$ cat config.mk
export PLATFORM = sky130hd
export DESIGN_NAME = countdown_display
export DESIGN_NICKNAME = d
export VERILOG_FILES = /design/src/rtl/seg7_pkg.sv /design/src/rtl/seg7_decode.sv /design/src/rtl/countdown_display.sv
export SDC_FILE = /design/constraint.sdc
export NUM_CORES = 1
export LEC_CHECK = 0
export CAP_MARGIN = 20
export CORE_AREA = 2 2 53 75
export CTS_BUF_LIST = sky130_fd_sc_hd__clkbuf_4
export DETAILED_ROUTE_END_ITERATION = 7
export DIE_AREA = 0 0 55 77
export PLACE_DENSITY = 0.79
export SKIP_CTS_REPAIR_TIMING = 1
export SLEW_MARGIN = 15
export SYNTH_ARGS = -nofsm -noshare
export SYNTH_HDL_FRONTEND = slang
export SYNTH_SLANG_ARGS = --single-unit
export TNS_END_PERCENT = 5
$ cat constraint.sdc
create_clock -name clk -period 4.8 [get_ports clk]
set_input_delay 0.48 -clock clk [delete_from_list [all_inputs] [get_ports clk]]
set_output_delay 0.48 -clock clk [all_outputs]
set_load 0.05 [all_outputs]
$ cat src/rtl/seg7_pkg.sv
// seg7_pkg: shared constants and types for seven-segment display stages.
//   - SEG_0..SEG_9: active-low {g,f,e,d,c,b,a} patterns for decimal digits
//   - SEG_BLANK   : all segments off
//   - BLANK_CODE  : digit code that renders as a blank digit
//   - digit_idx_t : scan index for a 4-digit multiplexed display
package seg7_pkg;

  typedef logic [1:0] digit_idx_t;

  localparam logic [3:0] BLANK_CODE = 4'hF;
  localparam logic [6:0] SEG_BLANK  = 7'h7F;

  localparam logic [6:0] SEG_0 = 7'h40;
  localparam logic [6:0] SEG_1 = 7'h79;
  localparam logic [6:0] SEG_2 = 7'h24;
  localparam logic [6:0] SEG_3 = 7'h30;
  localparam logic [6:0] SEG_4 = 7'h19;
  localparam logic [6:0] SEG_5 = 7'h12;
  localparam logic [6:0] SEG_6 = 7'h02;
  localparam logic [6:0] SEG_7 = 7'h78;
  localparam logic [6:0] SEG_8 = 7'h00;
  localparam logic [6:0] SEG_9 = 7'h10;

endpackage

$ cat src/rtl/seg7_decode.sv
// seg7_decode: combinational 4-bit digit code to active-low segment pattern.
// Ports:
//   i_code  in  4  digit code; 0..9 are digits, every other code renders blank
//   o_seg   out 7  segment pattern {g,f,e,d,c,b,a}, active-low
module seg7_decode
  import seg7_pkg::*;
(
  input  logic [3:0] i_code,
  output logic [6:0] o_seg
);

  // Code to pattern lookup; undefined codes blank the digit
  always_comb begin
    o_seg = SEG_BLANK;
    case (i_code)
      4'd0:    o_seg = SEG_0;
      4'd1:    o_seg = SEG_1;
      4'd2:    o_seg = SEG_2;
      4'd3:    o_seg = SEG_3;
      4'd4:    o_seg = SEG_4;
      4'd5:    o_seg = SEG_5;
      4'd6:    o_seg = SEG_6;
      4'd7:    o_seg = SEG_7;
      4'd8:    o_seg = SEG_8;
      4'd9:    o_seg = SEG_9;
      default: o_seg = SEG_BLANK;
    endcase
  end

endmodule

$ cat src/rtl/countdown_display.sv
// countdown_display: 4-digit multiplexed seven-segment display for the
// down-counter. Digits 1:0 show the live count value, digits 3:2 show a BCD
// count (00..99) of edges seen on the counter's divide flag.
// Ports:
//   clk       in  1  system clock (counter's clock domain)
//   rst       in  1  asynchronous active-high reset
//   in_val    in  4  count value from upstream (all 16 codes accepted)
//   in_flag   in  1  divide flag; every edge is one event
//   seg       out 7  segment drive {g,f,e,d,c,b,a}, active-low, registered
//   an        out 4  digit enables, active-low one-hot, an[0] rightmost
//   evt_tick  out 1  one-cycle pulse per detected in_flag edge
module countdown_display
  import seg7_pkg::*;
#(
  parameter int SCAN_DIV = 50000
) (
  input  logic       clk,
  input  logic       rst,
  input  logic [3:0] in_val,
  input  logic       in_flag,
  output logic [6:0] seg,
  output logic [3:0] an,
  output logic       evt_tick
);

  localparam int DIV_W = (SCAN_DIV > 1) ? $clog2(SCAN_DIV) : 1;
  localparam logic [DIV_W-1:0] DIV_LAST = DIV_W'(SCAN_DIV - 1);

  logic [3:0]       r_val;
  logic             r_flag;
  logic             r_flag_d;
  logic [3:0]       r_evt_ones;
  logic [3:0]       r_evt_tens;
  digit_idx_t       r_idx;
  logic [DIV_W-1:0] r_div_cnt;

  logic             w_evt;
  logic             w_div_tc;
  logic [3:0]       w_val_tens;
  logic [3:0]       w_val_ones;
  logic [3:0]       w_code;
  logic [6:0]       w_seg;
  logic [3:0]       w_an;

  assign w_evt    = r_flag ^ r_flag_d;
  assign w_div_tc = (r_div_cnt == DIV_LAST);
  assign w_an     = ~(4'b0001 << r_idx);

  // Input registers and edge-detect delay stage
  always_ff @(posedge clk or posedge rst) begin
    if (rst) begin
      r_val    <= 4'd0;
      r_flag   <= 1'b0;
      r_flag_d <= 1'b0;
    end else begin
      r_val    <= in_val;
      r_flag   <= in_flag;
      r_flag_d <= r_flag;
    end
  end

  // Two-digit BCD event counter, wraps 99 -> 00
  always_ff @(posedge clk or posedge rst) begin
    if (rst) begin
      r_evt_ones <= 4'd0;
      r_evt_tens <= 4'd0;
    end else if (w_evt) begin
      if (r_evt_ones == 4'd9) begin
        r_evt_ones <= 4'd0;
        if (r_evt_tens == 4'd9) begin
          r_evt_tens <= 4'd0;
        end else begin
          r_evt_tens <= r_evt_tens + 4'd1;
        end
      end else begin
        r_evt_ones <= r_evt_ones + 4'd1;
      end
    end else begin
      r_evt_ones <= r_evt_ones;
      r_evt_tens <= r_evt_tens;
    end
  end

  // Scan divider: each digit stays lit for SCAN_DIV cycles
  always_ff @(posedge clk or posedge rst) begin
    if (rst) begin
      r_div_cnt <= '0;
      r_idx     <= 2'd0;
    end else if (w_div_tc) begin
      r_div_cnt <= '0;
      r_idx     <= r_idx + 2'd1;
    end else begin
      r_div_cnt <= r_div_cnt + DIV_W'(1);
      r_idx     <= r_idx;
    end
  end

  // Split the count value into tens/ones; a blank tens digit suppresses the
  // leading zero for values below 10
  always_comb begin
    w_val_tens = BLANK_CODE;
    w_val_ones = r_val;
    if (r_val >= 4'd10) begin
      w_val_tens = 4'd1;
      w_val_ones = r_val - 4'd10;
    end else begin
      w_val_tens = BLANK_CODE;
      w_val_ones = r_val;
    end
  end

  // Digit mux: select the code for the digit currently being scanned.
  // The event tens digit is never blanked so "00" stays visible.
  always_comb begin
    w_code = BLANK_CODE;
    case (r_idx)
      2'd0:    w_code = w_val_ones;
      2'd1:    w_code = w_val_tens;
      2'd2:    w_code = r_evt_ones;
      2'd3:    w_code = r_evt_tens;
      default: w_code = BLANK_CODE;
    endcase
  end

  seg7_decode u_decode (
    .i_code (w_code),
    .o_seg  (w_seg)
  );

  // Output registers: anode and pattern come from the same index, so a digit
  // change never shows the previous digit's pattern
  always_ff @(posedge clk or posedge rst) begin
    if (rst) begin
      seg      <= SEG_BLANK;
      an       <= 4'hF;
      evt_tick <= 1'b0;
    end else begin
      seg      <= w_seg;
      an       <= w_an;
      evt_tick <= w_evt;
    end
  end

endmodule

==> impl_results.md <==
- Outcome: finished clean
- Maximum vdd ir drop: 0.269 mV
- Actual transition at the worst max-transition pin: ~0.75 ns
- Total GRT Usage: 0.208
- Fin crit period: roughly 2.2 ns
- Area of the mapped netlist: about 0.002 mm^2
- Drt wl/cell: approximately 15 um
- Via count: between 1000 and 1500
- DP HPWL: roughly 2.7 mm
- Total leakage power: 1.07 nW
- Routed Antenna Nets: 0
- Min-Delay Path Class: flip-flop to flip-flop
- # DRC: 0
- Drt pass-1 iters: 4
- Crit-path max cell delay: ~0.8 ns
- Req. time, crit path: between 4 and 5 ns
- Core area: ~0.0036 mm^2
- Mapped Cells: ~190
- Syn. warnings: 0
- Die X: ~55 um
- CP arrival: 1.70 ns
- Post-synth EDFFs: 0
- RSZ-0062 raised after global routing: false
- Vias per Instance: around 5.7
- Vias in the first global route: about 1500
- Synth cell types: 38
- Final TNS setup: 0 ns
- Pwr/cell area: 354 mW/mm^2
- Post-synth net total: 205
- Routed WL: roughly 3.8 mm
- Diodes inserted: 0
- Layout area overhead: 14.7%
- Worst Skew: ~0.013 ns
- Initial Util: 0.575
- Final setup violation count: 0
- Sequential area share after synthesis: 0.542
- Worst Path Class, Setup: flip-flop to primary output
- Placer Congestion: 0.820
- # Max-Cap Violations: 0
- Initial antenna violation count: 0
- CTS tree: done
- Clock transition at path regs: approximately 0.13 ns
- Crit path max-delay cell type: clkdlybuf4s50_1
- Slew Limit Fails: 0
- H-tree Lvls: 2
- Total power: 0.836 mW
- Largest net degree at the start of global routing: 45
- Die Ht: slightly below 80 um
- Critical path endpoint category: primary output
- Die area: 0.00424 mm^2
- Max clock buf depth: 2
- Flops & latches, synth: 44
- Dpl cell area: 0.00228 mm^2
- Number of port buffers: 18
- Delay-heaviest family, CP: buffers and inverters
- CP Launch Type: flip-flop
- Critical path, cell by cell: clkdlybuf4s50_1
- Post-synth top flop: dfrtp_1
- # IOs: 19
- Clk Latency, worst-skew pair: approximately 0.36 ns
- Async set-reset flop share out of synthesis: 1.00
- Period utilization: 0.455
- Clock sinks: 44
- Total gr overflow: 0
- Avg Cell Area, Syn: 10.9 um^2
- Layout cell share with drive strength beyond 1: 0.132
- Final Cell Area: about 0.0024 mm^2
- Max FO, Critical Path: 1
- Final Hold Viols: 0
- CTS root buffer: clkbuf_4
- DR iter-0 viols: 29
- Nets: 228
- Fmax: approximately 0.46 GHz
- Slew headroom: 0.497
- Number of CTS-inserted buffers: 5
- Worst path buffer plus inverter count: 1
- First-pass GRT wire length: 6.46 mm
- Row cnt: 26
-- through the flow --
step	setup slack, ns	std cells	hold slack, ns	util
after floorplan	2.84	188	0.372	-
after global placement	2.76	246	0.379	0.637
after detailed placement	2.65	246	0.395	0.637
after CTS	2.60	254	0.423	0.660
after global routing	2.47	254	0.459	0.660
final	2.62	254	0.424	0.660
-- state kept, by name, indices dropped and copies added, names as in the netlist --
signal / count
seg: 7
r_evt_tens: 4
r_val: 4
r_div_cnt: 16
an: 4
r_evt_ones: 4
r_flag_d: 1
r_flag: 1
evt_tick: 1
r_idx: 2
-- power by group --
part | internal [mW] | leakage, nW | switching [mW]
Sequential | 0.416 | 0.535 | 0.0498
Combinational | 0.0604 | 0.489 | 0.0796
Clock | 0.115 | 0.0456 | 0.115
-- final timing paths --
path                                           start                     end  slack (ns)  depth (start not counted)
worst max register to register  r_idx[0]$_DFFE_PP0N_        seg[6]$_DFF_PP1_        2.64                          8
min in group asynchronous                        rst  r_div_cnt[3]$_DFF_PP0_        0.55                          3
worst min-delay path                r_flag$_DFF_PP0_      r_flag_d$_DFF_PP0_        0.42                          0
worst max-delay path                seg[0]$_DFF_PP1_                  seg[0]        2.62                          1
worst min register to register      r_flag$_DFF_PP0_      r_flag_d$_DFF_PP0_        0.42                          0
max in group asynchronous                        rst         an[2]$_DFF_PP1_        3.87                          3
-- cell type report --
class	instances	area [um^2]
fillers	305	1220
well taps	42	52.6
inverters	17	63.8
flip-flops and latches	44	1110
multi-input cells	124	862
clock buffers	6	45.0
clock inverters	2	35.0
repair buffers	19	188
-- synth_stat cells (all sizes together) (3+ instances only) --
library cell   n  share of area
xnor2         12          0.051
o21ai         10          0.026
buf            3         0.0085
inv           17          0.031
ha            10          0.061
nand4          4          0.015
a21oi          4         0.0097
nor2          14          0.027
nand3         13          0.034
nand2         11          0.020
nor2b          4          0.012
a22oi          5          0.018
mux2i          4          0.019
nor3           6          0.019
a22o           3          0.013
dfrtp         33           0.40
xor2           8          0.034
dfstp         11           0.14
-- kinds of logic after synthesis --
group / Yosys count / synth area share
AOI/OAI and AO/OA: 29 / 0.0918
DFF: 44 / 0.542
xor gates and xnor gates: 20 / 0.0851
buffers and inverters: 20 / 0.0395
muxes: 4 / 0.0195
adders and majority gates: 10 / 0.0608
and+or+nand+nor: 61 / 0.162
-- cell usage in the layout, fill, tap and decap left out, types with 2 or more instances in the layout --
master,instances
clkdlybuf4s50_1,18
nor3_1,4
nand4_1,3
nand3_1,12
dfrtp_1,33
nor2_1,13
a22o_1,3
a21o_1,2
dfstp_2,11
o21ai_0,9
inv_1,16
mux2i_1,4
ha_1,10
nor2b_1,4
nor3_2,2
a21oi_1,4
a22oi_1,5
xnor2_1,12
nand2_1,11
xor2_1,8
nor3b_1,2
clkbuf_4,6
a31oi_1,2
-- routing by layer --
| metal | vias to the layer above | GRT usage | routed length, um |
|---|---|---|---|
| li1 | 684 | - | - |
| met1 | 727 | 0.218 | 1380 |
| met2 | 29 | 0.380 | 2260 |
| met3 | 6 | 0.0467 | 105 |
| met4 | 0 | 0.0732 | 55 |
| met5 | - | 0 | 0 |
No activity file was read; power rests on OpenSTA's default activity.
